`src/rtl/ccff_ctrl_pkg.sv`:
```
// Shared types and helpers for the configuration-chain loader.
package ccff_ctrl_pkg;

  // Sequencer states.
  typedef enum logic [2:0] {
    ST_IDLE,
    ST_WAIT_WORD,
    ST_SHIFT,
    ST_DONE,
    ST_ERROR
  } state_e;

  // Which pass of a session is running.
  typedef enum logic {
    PASS_LOAD,
    PASS_VERIFY
  } pass_e;

  // Host words needed to cover one full pass over the chain.
  function automatic int words_per_pass(input int chain_len, input int word_w);
    return (chain_len + word_w - 1) / word_w;
  endfunction

endpackage

```
`src/rtl/ccff_word_serializer.sv`:
```
// Holds one host word and presents it MSB-first, one bit per shift.
module ccff_word_serializer #(
  parameter int WORD_W = 8
) (
  input  logic              prog_clk,
  input  logic              prog_reset,
  input  logic              clear,
  input  logic              load,
  input  logic              shift,
  input  logic [WORD_W-1:0] data,
  output logic              serial_out,
  output logic              last_bit
);

  localparam int BIT_W = (WORD_W > 1) ? $clog2(WORD_W) : 1;

  logic [WORD_W-1:0] shreg;
  logic [BIT_W-1:0]  word_bit;

  // Load a fresh word or advance to the next bit; clear drops any partial word.
  // NOTE: state is updated with non-blocking assignments so every flop samples
  // pre-edge values regardless of statement order.
  always_ff @(posedge prog_clk) begin
    if (prog_reset || clear) begin
      shreg    <= '0;
      word_bit <= '0;
    end else if (load) begin
      shreg    <= data;
      word_bit <= '0;
    end else if (shift) begin
      shreg    <= shreg << 1;
      word_bit <= word_bit + 1'b1;
    end
  end

  assign serial_out = shreg[WORD_W-1];
  assign last_bit   = (word_bit == BIT_W'(WORD_W - 1));

endmodule

```
`src/rtl/ccff_chain_loader.sv`:
```
// Serialises host words onto the config chain, gating prog_clk per real bit,
// with an optional read-back verify pass.
module ccff_chain_loader
  import ccff_ctrl_pkg::*;
#(
  parameter int CHAIN_LEN = 8,
  parameter int WORD_W    = 8,
  parameter int CNT_W     = $clog2(CHAIN_LEN + 1)
) (
  input  logic              prog_clk,
  input  logic              prog_reset,
  input  logic              start,
  input  logic              verify_en,
  input  logic              abort,
  input  logic [WORD_W-1:0] word_data,
  input  logic              word_valid,
  output logic              word_ready,
  output logic              ccff_head,
  input  logic              ccff_tail,
  output logic              cfg_clk_en,
  output logic              busy,
  output logic              done,
  output logic              error,
  output logic [CNT_W-1:0]  err_index
);

  state_e           state_q, state_d;
  pass_e            pass_q, pass_d;
  logic             verify_q, verify_d;
  logic [CNT_W-1:0] bit_cnt_q, bit_cnt_d;
  logic [CNT_W-1:0] err_index_q, err_index_d;

  logic ser_load, ser_shift, ser_clear;
  logic ser_out, ser_last;
  logic pass_end;

  ccff_word_serializer #(
    .WORD_W (WORD_W)
  ) u_serializer (
    .prog_clk   (prog_clk),
    .prog_reset (prog_reset),
    .clear      (ser_clear),
    .load       (ser_load),
    .shift      (ser_shift),
    .data       (word_data),
    .serial_out (ser_out),
    .last_bit   (ser_last)
  );

  assign pass_end = (bit_cnt_q == CNT_W'(CHAIN_LEN - 1));

  // Next-state, counter updates and state-decoded outputs.
  // Chain-facing outputs depend only on registered state, never on host inputs.
  always_comb begin
    // NOTE: every signal gets a default first so no path leaves it unassigned
    // (which would infer a latch).
    state_d     = state_q;
    pass_d      = pass_q;
    verify_d    = verify_q;
    bit_cnt_d   = bit_cnt_q;
    err_index_d = err_index_q;
    ser_load    = 1'b0;
    ser_shift   = 1'b0;
    ser_clear   = 1'b0;
    word_ready  = 1'b0;
    cfg_clk_en  = 1'b0;
    ccff_head   = 1'b0;

    case (state_q)
      ST_IDLE, ST_DONE, ST_ERROR: begin
        if (start) begin
          state_d     = ST_WAIT_WORD;
          pass_d      = PASS_LOAD;
          verify_d    = verify_en;
          bit_cnt_d   = '0;
          err_index_d = '0;
        end
      end

      ST_WAIT_WORD: begin
        word_ready = 1'b1;
        if (word_valid) begin
          ser_load = 1'b1;
          state_d  = ST_SHIFT;
        end
      end

      ST_SHIFT: begin
        cfg_clk_en = 1'b1;
        ccff_head  = ser_out;
        ser_shift  = 1'b1;
        bit_cnt_d  = bit_cnt_q + 1'b1;
        if (pass_q == PASS_VERIFY && ccff_tail != ser_out) begin
          // The mismatching bit still shifts this edge; nothing shifts after.
          err_index_d = bit_cnt_q;
          state_d     = ST_ERROR;
        end else if (pass_end) begin
          // Any unshifted bits of the current word are dropped here.
          if (pass_q == PASS_LOAD && verify_q) begin
            pass_d    = PASS_VERIFY;
            bit_cnt_d = '0;
            state_d   = ST_WAIT_WORD;
          end else begin
            state_d = ST_DONE;
          end
        end else if (ser_last) begin
          state_d = ST_WAIT_WORD;
        end
      end

      default: state_d = ST_IDLE;
    endcase

    // Abort overrides everything except reset; outputs above still reflect
    // the current state, so a SHIFT cycle completes its gate pulse.
    if (abort) begin
      state_d     = ST_IDLE;
      pass_d      = PASS_LOAD;
      verify_d    = 1'b0;
      bit_cnt_d   = '0;
      err_index_d = '0;
      ser_load    = 1'b0;
      ser_shift   = 1'b0;
      ser_clear   = 1'b1;
    end
  end

  // State, pass, counters and error index registers.
  always_ff @(posedge prog_clk) begin
    if (prog_reset) begin
      state_q     <= ST_IDLE;
      pass_q      <= PASS_LOAD;
      verify_q    <= 1'b0;
      bit_cnt_q   <= '0;
      err_index_q <= '0;
    end else begin
      state_q     <= state_d;
      pass_q      <= pass_d;
      verify_q    <= verify_d;
      bit_cnt_q   <= bit_cnt_d;
      err_index_q <= err_index_d;
    end
  end

  assign busy      = (state_q == ST_WAIT_WORD) || (state_q == ST_SHIFT);
  assign done      = (state_q == ST_DONE);
  assign error     = (state_q == ST_ERROR);
  assign err_index = err_index_q;

endmodule

```
`config.mk`:
```
export PLATFORM = sky130hd
export DESIGN_NAME = ccff_chain_loader
export DESIGN_NICKNAME = d
export VERILOG_FILES = /design/src/rtl/ccff_ctrl_pkg.sv /design/src/rtl/ccff_word_serializer.sv /design/src/rtl/ccff_chain_loader.sv
export SDC_FILE = /design/constraint.sdc
export NUM_CORES = 1
export LEC_CHECK = 0
export ABC_AREA = 0
export CAP_MARGIN = 10
export CORE_MARGIN = 4
export CORE_UTILIZATION = 25
export CTS_CLUSTER_SIZE = 12
export DETAILED_ROUTE_END_ITERATION = 8
export HOLD_SLACK_MARGIN = 0.05
export SETUP_SLACK_MARGIN = 0.3
export SYNTH_ARGS = -nofsm -noshare
export SYNTH_HDL_FRONTEND = slang
export SYNTH_SLANG_ARGS = --single-unit
```
`constraint.sdc`:
```
create_clock -name prog_clk -period 2.2 [get_ports prog_clk]
set_input_delay 0.33 -clock prog_clk [delete_from_list [all_inputs] [get_ports prog_clk]]
set_output_delay 0.33 -clock prog_clk [all_outputs]
set_load 0.05 [all_outputs]
```
After elaboration in Yosys (flattened, before gate mapping)
Index checks and enable logic that the tools add are counted.

Output and inout port bits: 10. Input port bits: 15. Flip-flop bits (word level): 24. Logic and storage cells: 68.

Equality and inequality tests: 14. Bitwise gates (word level): 1. Reductions and logical operators: 15. $add $sub $neg: 2. Mux-type cells: 29.

Operator list (number): 2-to-1 mux 4 bit (5); 2-to-1 mux 8 bit (2); case mux 4 bit (2 select lines) (2); 2-to-1 mux 3 bit (5); 2-to-1 mux 1 bit (12); != test 2 bit (second input constant) (6); case mux 3 bit (3 select lines) (1); equality test 3 x 2 -> 1 bit (second input constant) (2); equality test 3 bit (second input constant) (2); AND reduction 3 bit (2); AND reduction 5 bit (1); adder 4 x 1 -> 4 bit (second input constant) (1); equality test 4 x 3 -> 1 bit (second input constant) (1); != test 4 bit (second input constant) (1); AND reduction 2 bit (2); nonzero test 2 bit (2); OR reduction 2 bit (2); adder 3 x 1 -> 3 bit (second input constant) (1); equality test 3 x 1 -> 1 bit (second input constant) (1); logical NOT 3 bit (1); OR reduction 3 bit (1); logical AND 1 bit (2); logical OR 1 bit (2); 2-to-1 mux 2 bit (1); 3 further kinds (3).

Longest topological paths before layout
Gate-level depths: netlist (run 1).

Depth in word-level cells: 6. Depth in mapped cells: 6. Mapped depth without buffers: 5.

Modules after synthesis
Synthesis (run 1) repeated with hierarchy kept, for this count alone.

Cells, all modules: 132. Area total of the unflattened synthesis: 1223.7 um^2.

Modules (own cells, without submodules): ccff_chain_loader (area an instance 719.4 um^2, sequential area each 260.2 um^2, cells an instance 84, instances 1); ccff_word_serializer (area an instance 504.2 um^2, sequential area each 220.2 um^2, cells an instance 48, instances 1).

Least setup slack after synthesis (run 1)
Ideal clock, no wire load.

Path kind: register to output. From: reg state_q[0]. To: out busy. Slack: 0.258 ns. Cell stages (with the launch flop): 4. Path buffers: 1. Data arrival time: 1.612 ns. Required time: 1.870 ns. Cell sequence: dfxtp_1 -> buf_6 -> nand2b_1 -> o21ai_0.

Longest elaborated chain between the ends: 2. Elaborated cells between the ends (all ways): 3. Those cells by class: eq/ne: 2; reduce/logical: 1.

RTL lines: from (decl) (RTL line ccff_chain_loader.sv:27) `state_e state_q, state_d;`; from (signal assigned) (RTL line ccff_chain_loader.sv:137) `state_q <= state_d;`; equality test 3 x 1 -> 1 bit or equality test 3 x 2 -> 1 bit (tied branches) (RTL line ccff_chain_loader.sv:145) `assign busy = (state_q == ST_WAIT_WORD) || (state_q == ST_SHIFT);`; logical OR 1 bit (*) (RTL line ccff_chain_loader.sv:145); to (decl) (RTL line ccff_chain_loader.sv:21) `output logic busy,`.

Every way passes the cells marked *; elsewhere a longest branch is shown, timed or not.

Worst setup path after layout (run 1)
From: reg state_q[0]. To: out ccff_head.

Longest elaborated chain between the ends: 2.

RTL lines: equality test 3 x 2 -> 1 bit (RTL line ccff_chain_loader.sv:69) `case (state_q)`; 2-to-1 mux 1 bit (RTL line ccff_chain_loader.sv:69); to (decl) (RTL line ccff_chain_loader.sv:18) `output logic ccff_head,`.

Every way passes these cells.

==> results.json, run 1 <==
{
  "p_leak_uw": 0.000536,
  "finalMaxSlewViolations": 0,
  "clockBufferDepth": 2,
  "syn_area_mm2": 0.00117,
  "ant_nets": 0,
  "slowest_delay_ns": 0.45,
  "grt_pass1_wl_mm": 4.71,
  "dpl_worst_slack_ns": 0.381,
  "dr_wl_met3_um": 143,
  "crit_type": "register to output port",
  "clock_sinks": 24,
  "dp_cells": 209,
  "dpl_cell_area_mm2": 0.00149,
  "syn_inst": 136,
  "root_buffer": "clkbuf_8",
  "cp-endpoint": "ccff_head",
  "cts_tree": "done",
  "antenna_cells": 0,
  "synth-seq-cells": 24,
  "die_area_mm2": 0.00583,
  "core_mm2": 0.00444,
  "power_density_mw_per_mm2": 545,
  "whs_ns": 0.458,
  "fin_area_mm2": 0.00156,
  "r2r_cells": 5,
  "finalNetCount": 181,
  "critPathSlowestCell": "or3b_4",
  "antenna_found_initial": 0,
  "track_usage_pct": 9.86,
  "status": "completed",
  "cp-end-kind": "output port",
  "start_util_pct": 26.3,
  "finalCritPeriodShare_pct": 83.6,
  "die_y_um": 76.3,
  "worstMarginPinSlew_ns": 0.493,
  "area_growth_syn_to_layout_pct": 33.2,
  "dr_wl_met2_mm": 1.25,
  "setup_tns_ns": 0,
  "grt_overflow": 0,
  "place.gp.congestion": 0.774,
  "port-buffer-count": 24,
  "std_cell_rows": 24,
  "drt_iter0_markers": 71,
  "die_w_um": 76.3,
  "ctsHtreeMaxLevel": 1,
  "crit_fanout": 11,
  "startpoint": "state_q[0]$_SDFFE_PP0P_",
  "ios": 25,
  "clk_pin_slew_ns": 0.08,
  "setup_viol": 0,
  "syn-num-nets": 154,
  "first_pass_iters": 5,
  "clk-insertion-delay-late_ns": 0.26,
  "drc_errors": 0,
  "rsz0062_at_grt": "no",
  "grt_start_max_net_pins": 21,
  "wl_per_cell_um": 12.7,
  "r2r_end": "state_q[1]$_SDFFE_PP0P_",
  "grt_pass1_vias": 991,
  "min_path_type": "register to register",
  "r2r_slack_ns": 0.46,
  "slew_headroom_pct": 67.0,
  "cts-hold-fix-buffers": 0,
  "layout-drive-gt1-share_pct": 14.9,
  "vias": 1055,
  "worst_slack_ns": 0.360,
  "regToRegStartpoint": "state_q[0]$_SDFFE_PP0P_",
  "dp_hpwl_mm": 1.91,
  "viasPerCell": 4.95,
  "finalCriticalPeriod_ns": 1.84,
  "ys_seq_area_share_pct": 41.2,
  "maxUsedRoutingLayer": "met4",
  "cts_buffers": 3,
  "stdcell_count": 213,
  "syn_area_per_cell_um2": 8.58,
  "ir_worst_vdd_mv": 0.314,
  "worstPathRequired_ns": 1.87,
  "final_hold_viol_count": 0,
  "final.setup_skew_ns": 0.00284,
  "path_cells": "or3b_4 -> inv_6 -> and2_2 -> buf_12",
  "startpoint_type": "register",
  "ys_warn_count": 0,
  "wl_met1_mm": 1.29,
  "maxCapViolCount": 0,
  "fmaxAchievable_mhz": 544,
  "wl_mm": 2.70,
  "arrival_ns": 1.51,
  "synth_cell_types": 38
}
==> registers in the layout, indices dropped and copies added, names as in the netlist <==
signal	flops
bit_cnt_q	4
err_index	4
pass_q	1
state_q	3
u_serializer.shreg	8
u_serializer.word_bit	3
verify_q	1
==> power by group <==
group / switching [µW] / internal [µW]
combinational: 75.4 / 66.9
sequential: 6.40 / 439
clock: 137 / 122
total: 219 / 628
==> critical path: cells and delay by family (launching register included) <==
family	cells	cell delay (ns)
and+or+nand+nor	2	0.62
DFF	1	0.38
buffers and inverters	2	0.24
==> worst min-delay path by stage <==
stage | slack [ns] | to | start | cells past startpoint
finish | 0.46 | u_serializer.shreg[6]$_SDFFE_PP0P_ | u_serializer.shreg[6]$_SDFFE_PP0P_ | 2
global route | 0.49 | u_serializer.shreg[5]$_SDFFE_PP0P_ | u_serializer.shreg[5]$_SDFFE_PP0P_ | 2
CTS | 0.46 | u_serializer.shreg[6]$_SDFFE_PP0P_ | u_serializer.shreg[6]$_SDFFE_PP0P_ | 2
detailed placement | 0.45 | u_serializer.shreg[6]$_SDFFE_PP0P_ | u_serializer.shreg[6]$_SDFFE_PP0P_ | 2
global placement | 0.44 | u_serializer.shreg[6]$_SDFFE_PP0P_ | u_serializer.shreg[6]$_SDFFE_PP0P_ | 2
floorplan | 0.44 | u_serializer.shreg[1]$_SDFFE_PP0P_ | u_serializer.shreg[1]$_SDFFE_PP0P_ | 2
==> synth_stat cells <==
cell type | n | share of area, %
inv_2 | 1 | 0.32
or2_2 | 1 | 0.54
nand3_1 | 4 | 1.7
a22oi_1 | 8 | 5.1
a32oi_1 | 1 | 0.75
nor3b_2 | 1 | 1.1
mux2i_1 | 3 | 2.6
buf_6 | 1 | 0.96
a31oi_1 | 4 | 2.1
dfxtp_1 | 24 | 41
ha_1 | 3 | 3.2
and3_1 | 2 | 1.1
o22ai_1 | 1 | 0.54
xnor2_1 | 1 | 0.75
nor2b_1 | 2 | 1.1
nor2_1 | 10 | 3.2
clkbuf_1 | 2 | 0.64
or3b_1 | 2 | 1.5
or3_1 | 1 | 0.54
buf_2 | 4 | 1.7
o31ai_1 | 2 | 1.3
o21ai_0 | 6 | 2.6
a211oi_1 | 1 | 0.64
and2_1 | 1 | 0.54
o21a_1 | 1 | 0.64
a311oi_1 | 1 | 0.75
inv_1 | 4 | 1.3
and3b_1 | 2 | 1.5
nor4b_1 | 1 | 0.75
a21oi_2 | 1 | 0.75
o221a_1 | 1 | 0.96
a21oi_1 | 15 | 6.4
nand2b_1 | 2 | 1.1
nand2_1 | 16 | 5.1
nand3b_1 | 1 | 0.64
xor2_1 | 1 | 0.75
nor3_1 | 3 | 1.3
a2111oi_4 | 1 | 2.4
==> area by class of cell <==
cell class,instances,area [µm²]
inverters,5,23.8
repair buffers,29,300
well taps,52,65.1
clock buffers,3,41.3
multi-input cells,100,639
fillers,486,2890
flip-flops and latches,24,485
==> cells in the final DEF, fill, tap and decap left out, types with 2 or more instances in the layout <==
| cell type | netlist | routed |
|---|---|---|
| nor3_1 | 3 | 3 |
| nand2b_1 | 2 | 2 |
| dfxtp_1 | 24 | 22 |
| buf_12 | 0 | 3 |
| and3_1 | 2 | 2 |
| a31oi_1 | 4 | 4 |
| ha_1 | 3 | 3 |
| clkbuf_8 | 0 | 3 |
| buf_4 | 0 | 8 |
| o31ai_1 | 2 | 2 |
| and3b_1 | 2 | 2 |
| nor2_1 | 10 | 10 |
| mux2i_1 | 3 | 3 |
| inv_1 | 4 | 4 |
| o21ai_0 | 6 | 5 |
| nor2b_1 | 2 | 2 |
| nand3_1 | 4 | 4 |
| a22oi_1 | 8 | 8 |
| a21oi_1 | 15 | 15 |
| nand2_1 | 16 | 16 |
| clkdlybuf4s50_1 | 0 | 18 |
==> logic make-up (layout without fill, tap and decap cells) <==
family,Yosys count,after routing,share of synthesized area [%]
and+or+nand+nor,49,49,21.7
AOI/OAI and AO/OA,43,43,25.0
DFF,24,24,41.2
buffers and inverters,12,37,4.93
adders and majority gates,3,3,3.22
muxes,3,3,2.57
xor gates and xnor gates,2,2,1.50
==> what timing repair did <==
action	CTS	global route
gates resized for setup	3	3
setup buffers	1	0
setup endpoints to repair	3	1
pin swaps	1	0
==> metal layers <==
| layer | GRT usage [%] | vias up |
|---|---|---|
| li1 | - | 546 |
| met4 | 2.72 | 0 |
| met1 | 12.3 | 480 |
| met3 | 3.19 | 2 |
| met5 | 0 | - |
| met2 | 16.3 | 27 |
==> metrics by stage <==
stage	util (%)	total power, µW
global route	35.0	891
finish	35.0	847
detailed placement	33.6	595
CTS	34.9	857
global placement	33.6	595
floorplan	-	532
(Power assumes the default switching activity.)
==> run 2: changes to the inputs <==
clock period = 1.7 ns   (was 2.2 ns; I/O delays follow)
==> run 2 against run 1 <==
Effect of this change:
- the run now ends with negative setup slack left
- via count rose by 11%
- combinational power rose by 99%
- first-iteration DRC count down 39%
- clock skew increased by 0.0026 ns
- setup slack lost 0.37 ns
- core utilization grew 10 points
- sequential share of layout area is 6.8 points lower
- total power increased by 48%
- critical endpoint unchanged
- largest power group unchanged
==> results.json, run 2 (synthesized netlist as in run 1, its figures left out) <==
{
  "status": "complete, but fails checks",
  "violations": "negative setup slack",
  "final.setup_skew_ns": 0.00548,
  "crit_type": "register to output port",
  "dp_hpwl_mm": 2.01,
  "layout-drive-gt1-share_pct": 43.8,
  "track_usage_pct": 9.90,
  "p_leak_uw": 0.000714,
  "grt_start_max_net_pins": 21,
  "power_uw": 1250,
  "crit_fanout": 4,
  "dpl_cell_area_mm2": 0.00162,
  "antenna_cells": 0,
  "final_hold_viol_count": 0,
  "cts_tree": "done",
  "die_w_um": 76.3,
  "cts_buffers": 3,
  "ant_nets": 0,
  "place.gp.congestion": 0.728,
  "root_buffer": "clkbuf_8",
  "finalCriticalPeriod_ns": 1.71,
  "area_growth_syn_to_layout_pct": 71.5,
  "finalNetCount": 204,
  "grt_overflow": 0,
  "setup_viol": 1,
  "die_y_um": 76.3,
  "start_util_pct": 26.3,
  "wl_mm": 3.06,
  "antenna_found_initial": 0,
  "power_density_mw_per_mm2": 626,
  "worst_slack_ns": -0.0121,
  "finalMaxSlewViolations": 0,
  "largest_reg_flops": 8,
  "cp-end-kind": "output port",
  "ios": 25,
  "die_area_mm2": 0.00583,
  "arrival_ns": 1.46,
  "maxCapViolCount": 0,
  "worstPathRequired_ns": 1.44,
  "grt_pass1_vias": 1032,
  "min_path_type": "register to register",
  "setup_tns_ns": -0.0121,
  "drc_errors": 0,
  "core_mm2": 0.00444,
  "fmaxAchievable_mhz": 584,
  "ctsHtreeMaxLevel": 1,
  "first_pass_iters": 4,
  "slew_headroom_pct": 66.9,
  "clk_pin_slew_ns": 0.09,
  "startpoint_type": "register",
  "clk-insertion-delay-late_ns": 0.28,
  "cts-hold-fix-buffers": 0,
  "rsz0062_at_grt": "yes",
  "ir_worst_vdd_mv": 0.287,
  "layout_commonest_cell": "buf_4",
  "clock_sinks": 24,
  "port-buffer-count": 24,
  "final_cell_mix": "buf_4 (21), dfxtp_1 (20), nand2_1 (15), clkdlybuf4s50_1 (14), a21oi_1 (13)",
  "largest_register": "u_serializer.shreg",
  "fin_area_mm2": 0.00200,
  "drt_iter0_markers": 43,
  "vias": 1167,
  "worstMarginPinSlew_ns": 0.495,
  "finalCritPeriodShare_pct": 101,
  "wl_per_cell_um": 12.9,
  "clockBufferDepth": 2,
  "grt_pass1_wl_mm": 4.74,
  "std_cell_rows": 24,
  "viasPerCell": 4.92
}
-- run 2: cell count changes in the layout (fill, tap and decap cells not counted), moves of 3 or more --
cell             before  now
buf_4                 8   21
a22oi_1               8    0
a22oi_2               0    8
buf_6                 0    8
clkdlybuf4s50_1      18   14
buf_12                3    6
buf_8                 0    3
nor3_1                3    0
-- run 2: report_power, final --
| group | total, µW | leakage, µW | switching (µW) | internal (µW) |
|---|---|---|---|---|
| Clock | 399 | 0.0000288 | 192 | 207 |
| Combinational | 283 | 0.000490 | 136 | 147 |
| Sequential | 572 | 0.000196 | 5.07 | 567 |
| Total | 1250 | 0.000714 | 333 | 921 |
-- run 2: metal layers --
layer / global-route usage [%] / wire length, µm / up-vias
li1: - / - / 594
met2: 17.5 / 1580 / 20
met3: 2.60 / 104 / 5
met1: 11.8 / 1330 / 548
met4: 2.72 / 46 / 0
met5: 0 / 0 / -
-- run 2: path summary, 6_finish.rpt --
kind         slack (ns)                                from  cells past startpoint                            endpoint
max               -0.01             state_q[2]$_SDFFE_PP0P_                      5                           ccff_head
min                0.47  u_serializer.shreg[6]$_SDFFE_PP0P_                      2  u_serializer.shreg[6]$_SDFFE_PP0P_
max reg2reg        0.11             state_q[2]$_SDFFE_PP0P_                      5             state_q[0]$_SDFFE_PP0P_
min reg2reg        0.47  u_serializer.shreg[6]$_SDFFE_PP0P_                      2  u_serializer.shreg[6]$_SDFFE_PP0P_
-- run 2: metrics by stage --
stage	setup WS [ns]	utilization [%]	hold WS (ns)	std cells
3_5_place_dp	-0.0716	36.5	0.450	216
2_1_floorplan	0.0547	-	0.395	136
3_3_place_gp	-0.0627	36.5	0.444	216
5_1_grt	-0.0419	45.0	0.491	237
4_1_cts	-0.00853	40.2	0.463	226
6_report	-0.0121	45.0	0.472	237
-- run 2: final cells by class --
type,count,area (µm²)
clock buffer,4,55.1
sequential,24,488
inverter,5,26.3
tap,52,65.1
fill,456,2440
multi-input combinational,100,815
timing repair buffer,52,553
-- run 2: critical path: stages (launching register included) --
cell     delay [ns]
dfxtp_2        0.33
or3b_4         0.39
buf_6          0.15
inv_8          0.05
and2_4         0.14
buf_12         0.13
-- run 2: repair_timing --
action	4_1_cts	5_1_grt
setup endpoints to repair	22	28
buffers inserted	6	10
resized for setup	12	33
cloned	0	1
pin swaps	7	17
==> run 3: changes to the inputs <==
CAP_MARGIN = 5   (was 10)
clock period = 1.4 ns   (was 1.7 ns; I/O delays follow)
==> run 3 against run 2 <==
Effect of this change:
- the run still ends with negative setup slack left
- clock power rose by 53%
- via count increased by 5.5%
- global-route usage increased by 1.5 points
- critical path depth is the same
- core utilization rose by 7.2 points
==> results.json, run 3 (synthesized netlist as in run 1, its figures left out) <==
{
  "std_cell_rows": 24,
  "finalCriticalPeriod_ns": 1.67,
  "cp-end-kind": "output port",
  "power_density_mw_per_mm2": 737,
  "vias": 1231,
  "crit_type": "register to output port",
  "ios": 25,
  "layout_commonest_cell": "buf_4",
  "slew_headroom_pct": 76.6,
  "grt_overflow": 0,
  "use_met1_pct": 13.9,
  "ctsHtreeMaxLevel": 1,
  "slowest_delay_ns": 0.42,
  "top_usage_layer": "met2",
  "worst_slack_ns": -0.268,
  "fin_util_pct": 52.2,
  "drt_iter0_markers": 79,
  "drc_errors": 0,
  "maxCapViolCount": 0,
  "place.gp.congestion": 0.813,
  "track_usage_pct": 11.4,
  "die_y_um": 76.3,
  "r2r_end": "state_q[0]$_SDFFE_PP0P_",
  "r2r_slack_ns": -0.19,
  "cts_tree": "done",
  "first_pass_iters": 4,
  "arrival_ns": 1.46,
  "grt_pass1_vias": 1224,
  "worstHoldStart": "u_serializer.shreg[4]$_SDFFE_PP0P_",
  "root_buffer": "clkbuf_8",
  "final_cell_mix": "buf_4 (26), dfxtp_1 (20), buf_6 (17), clkdlybuf4s50_1 (14), buf_12 (13)",
  "worst_hold_path.num_cells": 2,
  "antenna_found_initial": 0,
  "largest_register": "u_serializer.shreg",
  "ant_nets": 0,
  "start_util_pct": 26.3,
  "ir_worst_vdd_mv": 0.687,
  "cts-hold-fix-buffers": 0,
  "grt_pass1_wl_mm": 5.58,
  "r2r_cells": 5,
  "whs_endpoint": "u_serializer.shreg[4]$_SDFFE_PP0P_",
  "final.setup_skew_ns": 0.00256,
  "path_cells": "or3b_4 -> buf_6 -> inv_12 -> and2_4 -> buf_12",
  "rsz0062_at_grt": "yes",
  "crit_fanout": 3,
  "worstMarginPinSlew_ns": 0.351,
  "clk_pin_slew_ns": 0.09,
  "critPathSlowestCell": "or3b_4",
  "layout-drive-gt1-share_pct": 55.7,
  "violations": "negative setup slack",
  "finalMaxSlewViolations": 0,
  "largest_reg_flops": 8,
  "final_hold_viol_count": 0,
  "wl_mm": 3.39,
  "status": "complete, but fails checks",
  "grtUsageMet3_pct": 2.72,
  "dp_hpwl_mm": 2.18,
  "min_path_type": "register to register",
  "fmaxAchievable_mhz": 600,
  "antenna_cells": 0,
  "cts_buffers": 3,
  "setup_viol": 30,
  "p_leak_uw": 0.000847,
  "port-buffer-count": 24,
  "area_growth_syn_to_layout_pct": 98.7,
  "use_met2_pct": 21.0,
  "regToRegStartpoint": "state_q[2]$_SDFFE_PP0P_",
  "core_mm2": 0.00444,
  "fillers": 404,
  "wl_per_cell_um": 13.3,
  "clock_sinks": 24,
  "die_area_mm2": 0.00583,
  "clockBufferDepth": 2,
  "power_uw": 1710,
  "die_w_um": 76.3,
  "finalNetCount": 222,
  "finalCritPeriodShare_pct": 119,
  "clk-insertion-delay-late_ns": 0.27,
  "viasPerCell": 4.83,
  "worstPathRequired_ns": 1.19,
  "grt_start_max_net_pins": 15,
  "startpoint_type": "register"
}
## run 3: cell count changes in the layout (fill, tap and decap cells not counted), sizes merged
cell,before,now
clkbuf,4,3
buf,38,56
bufinv,0,1
## run 3: per-layer routing
layer | up-vias | part of all wire [%]
li1 | 625 | -
met3 | 2 | 3.4
met1 | 584 | 46
met2 | 20 | 50
met5 | - | 0
met4 | 0 | 0.41
## run 3: per-stage QoR
stage | instances | area, µm² | hold slack (ns) | TNS [ns] | setup WS (ns)
floorplan | 136 | 1260 | 0.350 | -1.87 | -0.245
global placement | 232 | 1860 | 0.443 | -4.67 | -0.293
detailed placement | 232 | 1860 | 0.447 | -4.85 | -0.297
CTS | 249 | 2180 | 0.462 | -3.09 | -0.269
global route | 255 | 2320 | 0.498 | -6.27 | -0.313
finish | 255 | 2320 | 0.458 | -4.38 | -0.268
## run 3: worst max path at each step
stage,slack (ns),cells after the start,to,start
floorplan,-0.25,6,u_serializer.shreg[0]$_SDFFE_PP0P_,state_q[0]$_SDFFE_PP0P_
global placement,-0.29,5,u_serializer.shreg[2]$_SDFFE_PP0P_,abort
detailed placement,-0.30,5,u_serializer.shreg[2]$_SDFFE_PP0P_,abort
CTS,-0.27,5,ccff_head,state_q[2]$_SDFFE_PP0P_
global route,-0.31,5,ccff_head,state_q[2]$_SDFFE_PP0P_
finish,-0.27,5,ccff_head,state_q[2]$_SDFFE_PP0P_
## run 3: power breakdown
group          leakage (µW)  internal, µW  switching [µW]
logic              0.000616           216             186
registers          0.000195           690            6.37
clock network     0.0000357           382             229
## run 3: layout make-up
| class | count | area, µm² | area share (%) |
|---|---|---|---|
| multi-input cells | 100 | 877 | 37.8 |
| repair buffers | 70 | 787 | 33.9 |
| flip-flops and latches | 24 | 485 | 20.9 |
| well taps | 52 | 65.1 | 2.80 |
| clock buffers | 3 | 41.3 | 1.78 |
| inverters | 5 | 33.8 | 1.46 |
| clock inverters | 1 | 30.0 | 1.29 |
## run 3: repair_timing
item	in CTS	in global routing
setup buffers	13	6
pin swaps	9	15
resized for setup	34	23
endpoints found under the setup margin	30	30
## run 3: worst max-delay path, delay by kind of cell, from the launching register on
family	cells	cell delay [ns]
flip-flops	1	0.33
AND/OR/NAND/NOR	2	0.55
buffers and inverters	3	0.32
